[src/rtl/mb_bitcrush_sr.sv]
`default_nettype none
// +--------------------------------------------------------------------------+
// | mb_bitcrush_sr                                                           |
// | Bitcrusher: run-time bit-depth quantiser with zero-order-hold rate       |
// | reduction. Optional dither enabled by MB_BITCRUSH_DITHER_EN.             |
// | Rev 1.0                                                                  |
// +--------------------------------------------------------------------------+
module mb_bitcrush_sr #(
  parameter int WIDTH = 16,
  parameter int KB_W  = 5,
  parameter int DS_W  = 8
) (
  input  logic             clk,
  input  logic             rst,
  input  logic             enable,
  input  logic [KB_W-1:0]  keep_bits,
  input  logic             round_en,
  input  logic [DS_W-1:0]  hold_rate,
  input  logic             in_valid,
  input  logic [WIDTH-1:0] pcm_in,
  output logic             out_valid,
  output logic [WIDTH-1:0] pcm_out
);

  localparam logic [KB_W-1:0]  c_width_kb = KB_W'(WIDTH);
  localparam logic [WIDTH-1:0] c_max_pos  = {1'b0, {(WIDTH-1){1'b1}}};

  logic             r_out_valid;
  logic [WIDTH-1:0] r_pcm_out;
  logic [WIDTH-1:0] r_held;
  logic [DS_W-1:0]  r_hold_cnt;

  logic [KB_W-1:0]  w_k;
  logic [31:0]      w_shift;
  logic             w_full;
  logic [WIDTH-1:0] w_lsb;
  logic [WIDTH-1:0] w_lowmask;
  logic [WIDTH-1:0] w_mask;
  logic [WIDTH:0]   w_xd;
  logic [WIDTH:0]   w_rsum;
  logic [WIDTH-1:0] w_q;

`ifdef MB_BITCRUSH_DITHER_EN
  localparam logic [15:0] c_lfsr_seed = 16'hACE1;

  logic [15:0]      r_lfsr;
  logic             w_fb;
  logic [WIDTH-1:0] w_dith;
  logic [WIDTH:0]   w_dsum;

  // Fibonacci taps for x^16+x^14+x^13+x^11+1, shifting toward bit 0
  assign w_fb = r_lfsr[0] ^ r_lfsr[2] ^ r_lfsr[3] ^ r_lfsr[5];

  always_ff @(posedge clk or posedge rst) begin
    if (rst) begin
      r_lfsr <= c_lfsr_seed;
    end else if (in_valid && enable) begin
      r_lfsr <= {w_fb, r_lfsr[15:1]};
    end
  end
`endif

  always_comb begin
    w_k = keep_bits;
    if (keep_bits == '0) begin
      w_k = KB_W'(1);
    end else if (keep_bits > c_width_kb) begin
      w_k = c_width_kb;
    end
    w_full    = (w_k == c_width_kb);
    w_shift   = 32'(WIDTH) - 32'(w_k);
    w_lsb     = WIDTH'(1) << w_shift;
    w_lowmask = w_lsb - WIDTH'(1);
    w_mask    = ~w_lowmask;

`ifdef MB_BITCRUSH_DITHER_EN
    w_dith = w_full ? '0 : (WIDTH'(r_lfsr) & w_lowmask);
    w_dsum = {pcm_in[WIDTH-1], pcm_in} + {1'b0, w_dith};
    // Dither is non-negative, so only positive overflow is possible
    if (!w_dsum[WIDTH] && w_dsum[WIDTH-1]) begin
      w_xd = {1'b0, c_max_pos};
    end else begin
      w_xd = w_dsum;
    end
`else
    w_xd = {pcm_in[WIDTH-1], pcm_in};
`endif

    w_rsum = w_xd + {1'b0, (w_lsb >> 1)};
    if (!round_en || w_full) begin
      w_q = w_xd[WIDTH-1:0] & w_mask;
    end else if (!w_rsum[WIDTH] && w_rsum[WIDTH-1]) begin
      w_q = c_max_pos & w_mask;
    end else begin
      w_q = w_rsum[WIDTH-1:0] & w_mask;
    end
  end

  always_ff @(posedge clk or posedge rst) begin
    if (rst) begin
      r_out_valid <= 1'b0;
      r_pcm_out   <= '0;
      r_held      <= '0;
      r_hold_cnt  <= '0;
    end else begin
      r_out_valid <= in_valid;
      if (in_valid) begin
        if (!enable) begin
          // Clearing the counter forces a fresh capture once crushing resumes
          r_pcm_out  <= pcm_in;
          r_hold_cnt <= '0;
        end else if (r_hold_cnt == '0) begin
          r_held     <= w_q;
          r_pcm_out  <= w_q;
          r_hold_cnt <= hold_rate;
        end else begin
          r_pcm_out  <= r_held;
          r_hold_cnt <= r_hold_cnt - DS_W'(1);
        end
      end
    end
  end

  assign out_valid = r_out_valid;
  assign pcm_out   = r_pcm_out;

endmodule
`default_nettype wire
[config.mk]
export PLATFORM = sky130hd
export DESIGN_NAME = mb_bitcrush_sr
export DESIGN_NICKNAME = d
export VERILOG_FILES = /design/src/rtl/mb_bitcrush_sr.sv
export SDC_FILE = /design/constraint.sdc
export NUM_CORES = 1
export LEC_CHECK = 0
export BUFFER_PORTS_ARGS = -buffer_cell sky130_fd_sc_hd__buf_2
export CAP_MARGIN = 10
export CORE_ASPECT_RATIO = 1.5
export CORE_MARGIN = 5
export CORE_UTILIZATION = 63
export DETAILED_ROUTE_END_ITERATION = 6
export PLACE_DENSITY = 0.88
export SYNTH_ARGS = -nofsm -noshare
export SYNTH_HDL_FRONTEND = slang
export SYNTH_SLANG_ARGS = --single-unit
[constraint.sdc]
create_clock -name clk -period 3 [get_ports clk]
set_input_delay 0.15 -clock clk [delete_from_list [all_inputs] [get_ports clk]]
set_output_delay 0.15 -clock clk [all_outputs]
set_load 0.03 [all_outputs]
==> results of run 1 <==
[synth_stat cells, drive strengths merged (4+ instances only)]
| cell | number | area [um^2] |
|---|---|---|
| dfrtp | 41 | 1030 |
| nand3 | 9 | 45.0 |
| ha | 19 | 238 |
| or2 | 4 | 25.0 |
| o22ai | 12 | 75.1 |
| nand2b | 11 | 68.8 |
| xnor2 | 7 | 61.3 |
| o31ai | 6 | 45.0 |
| buf | 4 | 38.8 |
| o21ai | 39 | 195 |
| o211ai | 7 | 57.6 |
| inv | 19 | 71.3 |
| and3 | 6 | 37.5 |
| o221a | 4 | 45.0 |
| nor3 | 12 | 60.1 |
| a21oi | 35 | 190 |
| a211oi | 5 | 47.5 |
| nand2 | 47 | 176 |
| a21o | 7 | 52.6 |
| nor4 | 5 | 31.3 |
| or3 | 5 | 31.3 |
| clkbuf | 19 | 71.3 |
| nor2 | 38 | 143 |
| a32o | 6 | 60.1 |
| o21a | 8 | 60.1 |
[layer usage]
layer,global-route usage [%],overflow
met5,5.93,0
met4,96.7,67
met3,59.3,5
met2,113,255
met1,79.8,0
[kinds of logic after synthesis]
| family | synth area share, % |
|---|---|
| compound gates | 33.7 |
| simple gates | 21.5 |
| buf+inv | 5.33 |
| flops | 29.5 |
| fa+ha+maj | 7.42 |
| xor+xnor | 2.52 |
[through the flow]
step	util, %	setup WS [ns]	TNS, ns	hold slack (ns)
floorplan	-	-1.06	-20.61	0.181
global placement	83.8	-1.05	-27.45	0.288
detailed placement	83.8	-1.15	-31.71	0.287
CTS	91.9	-0.646	-16.50	0.120
[what timing repair did]
item                                    in CTS
hold buffers                                 1
buffers inserted                            15
endpoints found under the setup margin      32
resized for setup                           43
hold endpoints to repair                    41
pin swaps                                   39
==> results.tsv, run 1 <==
metric	value	unit
endpoint_type	register data pin	
cts_root_buf	clkbuf_8	
die_w	70.6	um
syn_nets	487	
place.gp.congestion	0.945	
yosysUniqueCellTypes	69	
grt.total_usage	85.5	%
die_height	101	um
failing_step	global routing (5_1_grt)	
synthesis.area	0.00347	mm^2
place_hpwl	9.23	mm
postGrtWorstEndpoint	pcm_out[1]$_DFFE_PP0P_/D	
synth_cells	433	
error_line	[ERROR GRT-0232] Routing congestion too high. Check the congestion heatmap in the GUI.	
grt_max_degree	42	
ys_dominant_reg_cell	dfrtp_1	
cts_sinks	41	
dp_cells	621	
numCtsBuffers	5	
status	aborted with a tool error	
clock_path_buffers	2	
initial_core_util	64.2	%
io_buffers	50	
ys_seq_elements	41	
ioPinCount	51	
num_rows	33	
async_reset_ff_share	100	%
place_area	0.00453	mm^2
yosysSeqAreaShare	29.5	%
ys.warnings.count	0	
syn_avg_cell_area	8.02	um^2
overflow	327	
synth_edf_count	0	
htreeDepth	2	
==> inputs of run 2 (changes only) <==
--- a/config.mk
+++ b/config.mk
@@ -7,11 +7,10 @@
 export LEC_CHECK = 0
 export BUFFER_PORTS_ARGS = -buffer_cell sky130_fd_sc_hd__buf_2
 export CAP_MARGIN = 10
-export CORE_ASPECT_RATIO = 1.5
 export CORE_MARGIN = 5
-export CORE_UTILIZATION = 63
+export CORE_UTILIZATION = 40
 export DETAILED_ROUTE_END_ITERATION = 6
-export PLACE_DENSITY = 0.88
+export PLACE_DENSITY_LB_ADDON = 0.15
 export SYNTH_ARGS = -nofsm -noshare
 export SYNTH_HDL_FRONTEND = slang
 export SYNTH_SLANG_ARGS = --single-unit
==> run 2 against run 1 <==
Synthesized cell count unchanged. Synthesized area unchanged. The flow now finishes, with violations (negative setup slack).
==> results.tsv, run 2 <==
metric	value	unit	change
cts_root_buf	clkbuf_8		
slew_violations	0		
synth_cells	433		unchanged
syn_nets	487		unchanged
min_from	hold_rate[0]		
drive_above_1_share	43.0	%	
ioPinCount	51		unchanged
cp-start-kind	primary input		
setup_viol	32		
clock_path_buffers	2		unchanged
timing.max_cap.violations	0		
rsz0062_at_grt	true		
syn_avg_cell_area	8.02	um^2	unchanged
endpoint_kind	flop		
wl_per_cell	18.1	um	
violations	negative setup slack		
ys_seq_elements	41		unchanged
vdd.ir_drop.worst	0.224	mV	
ys.warnings.count	0		unchanged
cts_tree	yes		
cp.required	3.24	ns	
cts_sinks	41		unchanged
cp.arrival	3.95	ns	
min_path_type	in -> reg		
clk_pin_slew	0.09	ns	
r2r-start	r_hold_cnt[0]		
fmax	0.270	GHz	
die_height	103	um	+2.2%
ys_dominant_reg_cell	dfrtp_1		
reg2reg_depth	7		
clkLatencyLatePin	0.29	ns	
yosysUniqueCellTypes	69		unchanged
place_hpwl	9.40	mm	+1.9%
dieArea	0.0107	mm^2	
final_cell_area	0.00516	mm^2	
syn_to_final_growth	48.5	%	
async_reset_ff_share	100	%	unchanged
rr_endpoint	r_held[1]		
fin_crit_sh	124	%	
initial_core_util	40.4	%	-24 points
antenna_cells	0		
final-hold-violation-count	0		
htreeDepth	2		unchanged
yosys.cell_count.top_type	nand2_1		
die_w	103	um	+46%
drt-pass1-iter-count	5		
core_area	0.00859	mm^2	
yosysSeqAreaShare	29.5	%	unchanged
r2r_slack	0.45	ns	
final_net_count	635		
netlist_top_cells_count	nand2_1, dfrtp_1, nor2_1		
place.gp.congestion	0.914		-3.3%
drt_first_iter_violations	313		
vias	4034		
grt_max_degree	22		
synthesis.area	0.00347	mm^2	unchanged
worst_pin_slew	0.758	ns	
status	complete, but fails checks		
period_minus_slack	3.71	ns	
grt_pass1_vias	3900		
grt_pass1_wl	19.5	mm	
worst_slack	-0.710	ns	
total_power	2.68	mW	
viasPerCell	5.85		
antenna_found_initial	0		
ys_top_cells_by_area	dfrtp_1, ha_1, o21ai_0		
crit_fanout	7		
min_path_cells	3		
synth_top_area_share	29.5	%	unchanged
totalWireLength	12.5	mm	
numCtsBuffers	5		unchanged
final_common_cell	buf_4		
netlist.top_cell.by_area	dfrtp_1		
fin_tns_setup	-17.65	ns	
drc	0		
fin_hold_ws	0.129	ns	
drtAntennaViolNets	0		
power.density	520	mW/mm^2	
place_area	0.00459	mm^2	+1.3%
most-common-layout-cells	buf_4, buf_2, nand2_1, dfrtp_1, nor2_1		
p_leak	2.27	nW	
relSlewSlack	49.2	%	
pre_cts_slack	-1.13	ns	+0.0141 ns
crit_type	in -> reg		
num_rows	34		+3.0%
worst_clock_skew	0.0104	ns	
overflow	0		
fillCellCount	779		
min_to	r_hold_cnt[0]		
stdcell_count	690		
dp_cells	664		+6.9%
synth_edf_count	0		unchanged
grt.total_usage	23.4	%	
io_buffers	50		unchanged
post-route-util	60.0	%	
[run 2: power breakdown]
group	internal (mW)	switching [mW]	total [mW]
Clock	0.208	0.189	0.397
Sequential	0.746	0.130	0.876
Combinational	0.579	0.831	1.41
Total	1.53	1.15	2.68
[run 2: critical path, stage by stage]
cell	delay (ns)
buf_6	0.09
nor3_2	0.17
o21a_2	0.20
clkinv_4	0.06
ha_4	0.15
o21a_1	0.12
ha_4	0.23
or4_4	0.51
inv_4	0.08
ha_4	0.13
inv_2	0.04
fa_2	0.32
and2b_2	0.25
o2111ai_4	0.18
a21oi_4	0.20
a211o_1	0.16
or3b_4	0.45
a41oi_2	0.25
o221a_2	0.20
[run 2: area by class of cell]
cell class	instances	area, um^2	area share, %
multi-input combinational	349	2660	51.5
timing repair buffer	164	1150	22.4
sequential	41	1030	19.9
tap	108	135	2.62
clock buffer	7	96.3	1.87
inverter	20	82.6	1.60
clock inverter	1	5.00	0.0970
[run 2: timing repair]
item                                    4_1_cts  5_1_grt
endpoints found under the setup margin       32       32
buffers inserted                             13        8
pin swaps                                    38       22
gates resized for setup                      43       21
cloned                                        0        0
endpoints found under the hold margin        20        0
hold buffers                                  1        0
[run 2: layer usage]
metal	share of wire (%)	vias to the layer above	track usage, %
met5	0	-	0
met1	42	1940	30.4
met4	1.8	0	6.47
li1	-	1913	-
met3	6.5	20	2.08
met2	49	161	41.4
[run 2: worst max-delay path by stage]
stage / start / slack [ns] / to
floorplan: keep_bits[1] / -1.06 / pcm_out[6]
global placement: keep_bits[1] / -1.02 / pcm_out[6]
CTS: keep_bits[2] / -0.64 / pcm_out[6]
global route: keep_bits[3] / -0.83 / pcm_out[6]
detailed placement: keep_bits[1] / -1.13 / pcm_out[6]
finish: keep_bits[3] / -0.71 / pcm_out[6]
[run 2: cell families (layout without fill, tap and decap cells)]
family          after synthesis  count (layout)  synth area share [%]
buf+inv                      43             192                  5.33
xor+xnor                     10              10                  2.52
simple gates                154             154                  21.5
compound gates              165             165                  33.7
flops                        41              41                  29.5
fa+ha+maj                    20              20                  7.42
Power figures use the tool's default switching activity.
==> inputs of run 3 (changes only) <==
--- a/config.mk
+++ b/config.mk
@@ -8,7 +8,8 @@
 export BUFFER_PORTS_ARGS = -buffer_cell sky130_fd_sc_hd__buf_2
 export CAP_MARGIN = 10
 export CORE_MARGIN = 5
-export CORE_UTILIZATION = 40
+export CORE_UTILIZATION = 27
+export CTS_BUF_LIST = sky130_fd_sc_hd__clkbuf_2
 export DETAILED_ROUTE_END_ITERATION = 6
 export PLACE_DENSITY_LB_ADDON = 0.15
 export SYNTH_ARGS = -nofsm -noshare
==> run 3 against run 2 <==
The run still ends with negative setup slack left. Worst setup slack better by 0.20 ns. Final area down 1.3%. Critical path depth unchanged. Largest cell class unchanged. Via count down 4.0%. Clock power up 5.5%.
==> results.tsv, run 3 (synthesis results as in run 2) <==
metric	value	unit	change
status	complete, but fails checks		
violations	negative setup slack		
worst_slack	-0.514	ns	+0.196 ns
crit_top_cell	ha_4		
totalWireLength	12.9	mm	+3.3%
dieArea	0.0152	mm^2	+43%
die_height	123	um	+20%
rsz0062_at_grt	true		
setup_viol	32		unchanged
total_power	2.68	mW	-0.28%
viasPerCell	5.14		-12%
worst_pin_slew	0.539	ns	-0.219 ns
power_switching	1.12	mW	-2.3%
syn_to_final_growth	46.6	%	
num_rows	41		+21%
slew_violations	0		unchanged
grt_pass1_vias	3870		-0.77%
final_net_count	634		-0.16%
initial_core_util	27.5	%	-13 points
numCtsBuffers	5		unchanged
swShare	42.0	%	-0.87 points
path_buf_inv	4		unchanged
power.density	525	mW/mm^2	+0.99%
endpoint_kind	flop		
place_area	0.00470	mm^2	+2.5%
drc	0		unchanged
drive_above_1_share	39.4	%	-3.5 points
most-common-layout-cells	buf_4, buf_2, nand2_1, dfrtp_1, nor2_1		
fmax	0.285	GHz	+5.6%
cp-start-kind	primary input		
cpPeakStageDelay	0.51	ns	about the same
overflow	0		unchanged
cp_cell_sequence	buf_6 -> nor3_2 -> o21a_2 -> clkinv_4 -> ha_4 -> o21a_1 -> ha_4 -> or4_4 -> inv_4 -> ha_4 -> inv_2 -> fa_2 -> and2b_2 -> o2111ai_4 -> a21oi_4 -> a211o_1 -> or3b_4 -> a41oi_2 -> o221a_2		
place_hpwl	10.3	mm	+9.1%
die_w	123	um	+20%
crit_fanout	7		unchanged
clock_path_buffers	2		unchanged
fin_crit_sh	117	%	-6.5 points
wl_per_cell	17.2	um	-5.4%
ioPinCount	51		unchanged
antenna_found_initial	0		unchanged
dp_cells	729		+9.8%
pre_cts_slack	-1.14	ns	-0.0132 ns
cts_root_buf	clkbuf_2		
antenna_cells	0		unchanged
vdd.ir_drop.worst	0.261	mV	+17%
stdcell_count	753		+9.1%
drt_first_iter_violations	230		-27%
cp.arrival	3.88	ns	-0.07 ns
internal-power	1.55	mW	+1.2%
htreeDepth	2		unchanged
clkPwrFrac	15.7	%	+0.9 points
p_seq_share	32.4	%	-0.2 points
grt.total_usage	17.2	%	-6.2 points
final_common_cell	buf_4		
cts_sinks	41		unchanged
clk_pin_slew	0.22	ns	+0.13 ns
place.gp.congestion	0.898		-1.7%
period_minus_slack	3.51	ns	-0.196 ns
io_buffers	50		unchanged
fin_hold_ws	0.0499	ns	-0.0789 ns
final_cell_area	0.00509	mm^2	-1.3%
timing.max_cap.violations	0		unchanged
worst_clock_skew	0.0237	ns	+0.0132 ns
p_leak	2.25	nW	-0.79%
drtAntennaViolNets	0		unchanged
crit_family	simple AND/OR/NAND/NOR gates		
final-hold-violation-count	0		unchanged
grt_pass1_wl	20.6	mm	+5.5%
core_area	0.0126	mm^2	+47%
clkLatencyLatePin	0.41	ns	+0.12 ns
grt_max_degree	42		+91%
drt-pass1-iter-count	5		unchanged
combPwrFrac	51.9	%	-0.7 points
crit_type	in -> reg		
min_path_type	in -> reg		
relSlewSlack	64.0	%	+15 points
cts_tree	yes		
cp_slowest_cell	or4_4		
cp.required	3.36	ns	+0.12 ns
vias	3873		-4.0%
==> run 3: changes by cell type in the layout (fill, tap and decap cells not counted), moves of 3 or more <==
cell | previous run | this run
buf_6 | 11 | 7
clkbuf_2 | 0 | 5
clkbuf_8 | 7 | 0
ha_1 | 11 | 15
ha_4 | 8 | 4
nor2_1 | 31 | 34
==> run 3: routing by layer <==
metal / vias up / GRT usage, % / routed length (um)
met2: 92 / 29.6 / 6130
met1: 1859 / 23.8 / 6210
li1: 1908 / - / -
met3: 14 / 1.28 / 441
met5: - / 0 / 0
met4: 0 / 3.18 / 131
==> run 3: power groups by stage <==
stage | Combinational [mW] | Sequential, mW | Clock [mW]
3_5_place_dp | 1.34 | 0.882 | 0
5_1_grt | 1.53 | 0.892 | 0.447
6_report | 1.39 | 0.868 | 0.419
4_1_cts | 1.39 | 0.869 | 0.433
3_3_place_gp | 1.33 | 0.874 | 0
2_1_floorplan | 0.754 | 0.971 | 0
==> run 3: area by class of cell <==
class                      count  area [um^2]
fill                        1336         7530
multi-input combinational    349         2520
timing repair buffer         163         1160
sequential                    41         1030
tap                          172          215
inverter                      20         82.6
clock inverter                 3         65.1
clock buffer                   5         25.0
==> run 3: worst register-to-register path: cells and delay by family (launching register included) <==
family                   cells  cell delay (ns)
AND/OR/NAND/NOR              3             1.01
AO/OA/AOI/OAI                3             0.57
adder cells (fa/ha/maj)      1             0.18
buffers and inverters        2             0.27
flip-flops                   1             0.44
==> run 3: timing repair <==
action,in CTS,in global routing
endpoints found under the setup margin,32,32
pin swaps,24,15
endpoints found under the hold margin,43,0
gates resized for setup,26,9
hold buffers,3,0
buffers inserted,11,2
==> run 3: through the flow <==
step	util (%)	TNS, ns
after floorplan	-	-20.61
after global placement	37.3	-27.56
after detailed placement	37.3	-29.34
after CTS	40.0	-11.12
after global routing	40.4	-15.81
final	40.4	-11.89
==> run 3: path summary, 6_finish.rpt <==
path / start / end / slack (ns) / cells after the start
worst max-delay path: keep_bits[1] / pcm_out[6] / -0.51 / 19
worst min register to register: r_held[1] / r_held[1] / 0.51 / 2
worst min-delay path: hold_rate[5] / r_hold_cnt[5] / 0.05 / 3
min in group asynchronous: rst / pcm_out[1] / 0.38 / 4
max in group asynchronous: rst / r_hold_cnt[2] / 2.25 / 4
worst max register to register: r_hold_cnt[0] / pcm_out[14] / 0.50 / 9
==> inputs of run 4 (changes only) <==
--- a/config.mk
+++ b/config.mk
@@ -7,8 +7,9 @@
 export LEC_CHECK = 0
 export BUFFER_PORTS_ARGS = -buffer_cell sky130_fd_sc_hd__buf_2
 export CAP_MARGIN = 10
+export CORE_ASPECT_RATIO = 0.6
 export CORE_MARGIN = 5
-export CORE_UTILIZATION = 27
+export CORE_UTILIZATION = 35
 export CTS_BUF_LIST = sky130_fd_sc_hd__clkbuf_2
 export DETAILED_ROUTE_END_ITERATION = 6
 export PLACE_DENSITY_LB_ADDON = 0.15
==> run 4 against run 3 <==
The flow still finishes with violations (negative setup slack). Largest cell class unchanged. Critical path depth did not move. Worst hold slack got worse by 0.023 ns. Via count is 4.5% higher. Utilization is 13 points higher. Clock skew is 0.0039 ns lower.
==> results.tsv, run 4 (synthesis results as in run 2) <==
metric	value	unit	change
fin_tns_setup	-13.45	ns	-1.56 ns
cts_root_buf	clkbuf_2		
period_minus_slack	3.58	ns	+0.0657 ns
slew_violations	0		unchanged
crit_fanout	6		-1
initial_core_util	35.5	%	+8.0 points
relSlewSlack	45.0	%	-19 points
die_height	87.2	um	-29%
timing.max_cap.violations	0		unchanged
cts_tree	yes		
setup_viol	32		unchanged
grt_max_degree	42		unchanged
crit_family	simple AND/OR/NAND/NOR gates		
r2r_slack	0.47	ns	-0.03 ns
endpoint_kind	flop		
grt_pass1_wl	20.8	mm	+1.4%
fillCellCount	917		-31%
rsz0062_at_grt	true		
syn_to_final_growth	50.6	%	
cp_cell_sequence	buf_6 -> nor3_4 -> o21a_2 -> clkinv_4 -> ha_4 -> o21a_1 -> ha_4 -> or4_4 -> inv_4 -> ha_4 -> inv_2 -> fa_2 -> and2b_2 -> o2111ai_4 -> a21oi_4 -> a211o_1 -> or3b_4 -> a311o_1 -> nand2_1		
crit_top_cell	ha_4		
place.gp.congestion	0.921		+2.5%
post-route-util	53.5	%	+13 points
final_common_cell	buf_4		
min_path_cells	3		unchanged
clk_pin_slew	0.23	ns	about the same
seqCellArea	0.00103	mm^2	unchanged
htreeDepth	2		unchanged
cts_sinks	41		unchanged
drc	0		unchanged
worst_clock_skew	0.0198	ns	-0.00386 ns
worst_slack	-0.579	ns	-0.0657 ns
p_leak	2.32	nW	+3.2%
core_area	0.00977	mm^2	-23%
final_net_count	649		+2.4%
overflow	0		unchanged
worst_pin_slew	0.816	ns	+0.276 ns
cp_slowest_cell	or4_4		
num_rows	28		-32%
reg2reg_depth	10		+1
cp.depth	19		unchanged
fin_crit_sh	119	%	+2.2 points
min_path_type	in -> reg		
stdcell_count	732		-2.8%
place_area	0.00468	mm^2	-0.40%
vias	4048		+4.5%
power.density	508	mW/mm^2	-3.2%
grt_pass1_vias	3876		+0.16%
status	complete, but fails checks		
multi_input_area	0.00261	mm^2	+3.7%
drtAntennaViolNets	0		unchanged
grt.total_usage	21.5	%	+4.3 points
violations	negative setup slack		
total_power	2.66	mW	-0.58%
cp.arrival	3.95	ns	+0.07 ns
final-hold-violation-count	0		unchanged
cp-start-kind	primary input		
clock_path_buffers	2		unchanged
dieArea	0.0121	mm^2	-21%
dp_cells	699		-4.1%
numCtsBuffers	5		unchanged
wl_per_cell	17.9	um	+4.1%
cpPeakStageDelay	0.51	ns	about the same
clkLatencyLatePin	0.42	ns	about the same
fmax	0.279	GHz	-1.8%
viasPerCell	5.53		+7.5%
cp.required	3.37	ns	about the same
vdd.ir_drop.worst	0.358	mV	+37%
drt-pass1-iter-count	6		+1
place_hpwl	10.2	mm	-0.80%
final_cell_area	0.00523	mm^2	+2.7%
most-common-layout-cells	buf_4, buf_2, nand2_1, dfrtp_1, nor2_1		
crit_type	in -> reg		
path_buf_inv	4		unchanged
drive_above_1_share	42.4	%	+3.0 points
ioPinCount	51		unchanged
antenna_found_initial	0		unchanged
totalWireLength	13.1	mm	+1.2%
die_w	139	um	+12%
io_buffers	50		unchanged
drt_first_iter_violations	366		+59%
-- run 4: layer usage --
metal	wire length, um	vias up	global-route usage, %
li1	-	1944	-
met1	6560	1953	33.6
met2	5420	147	30.6
met3	1060	4	5.38
met4	23	0	1.69
met5	0	-	0
-- run 4: worst paths after layout --
| kind | start | end |
|---|---|---|
| min in group asynchronous | rst | out_valid |
| max in group asynchronous | rst | r_hold_cnt[2] |
| worst min-delay path | hold_rate[4] | r_hold_cnt[4] |
| worst min register to register | r_held[1] | r_held[1] |
| worst max register to register | r_hold_cnt[0] | pcm_out[13] |
| worst max-delay path | keep_bits[1] | pcm_out[1] |
-- run 4: per-stage QoR --
step           setup WS (ns)  hold slack, ns
2_1_floorplan          -1.06           0.181
3_3_place_gp           -1.08           0.306
3_5_place_dp           -1.20           0.314
4_1_cts               -0.553         0.00355
5_1_grt               -0.664         0.00617
6_report              -0.579          0.0265
-- run 4: area by class of cell --
cell class                 instances  area share [%]
clock inverter                     3           0.789
sequential                        41            19.6
timing repair buffer             178            24.4
clock buffer                       5           0.478
tap                              135            3.23
antenna                            1          0.0478
inverter                          20            1.58
multi-input combinational        349            49.9
-- run 4: worst register-to-register path, delay by kind of cell (launching register included) --
kind            cells  cell delay (ns)
fa+ha+maj           1             0.19
buf+inv             2             0.30
compound gates      3             0.57
simple gates        4             0.99
flops               1             0.44
-- run 4: where the power goes --
part	switching (mW)	internal [mW]
Combinational	0.837	0.620
Clock	0.198	0.138
Sequential	0.125	0.743
Total	1.16	1.50
-- run 4: what timing repair did --
item | CTS | global route
endpoints found under the setup margin | 32 | 32
endpoints found under the hold margin | 44 | 2
gates resized for setup | 35 | 20
setup buffers | 15 | 4
hold buffers | 4 | 2
pin swaps | 30 | 23
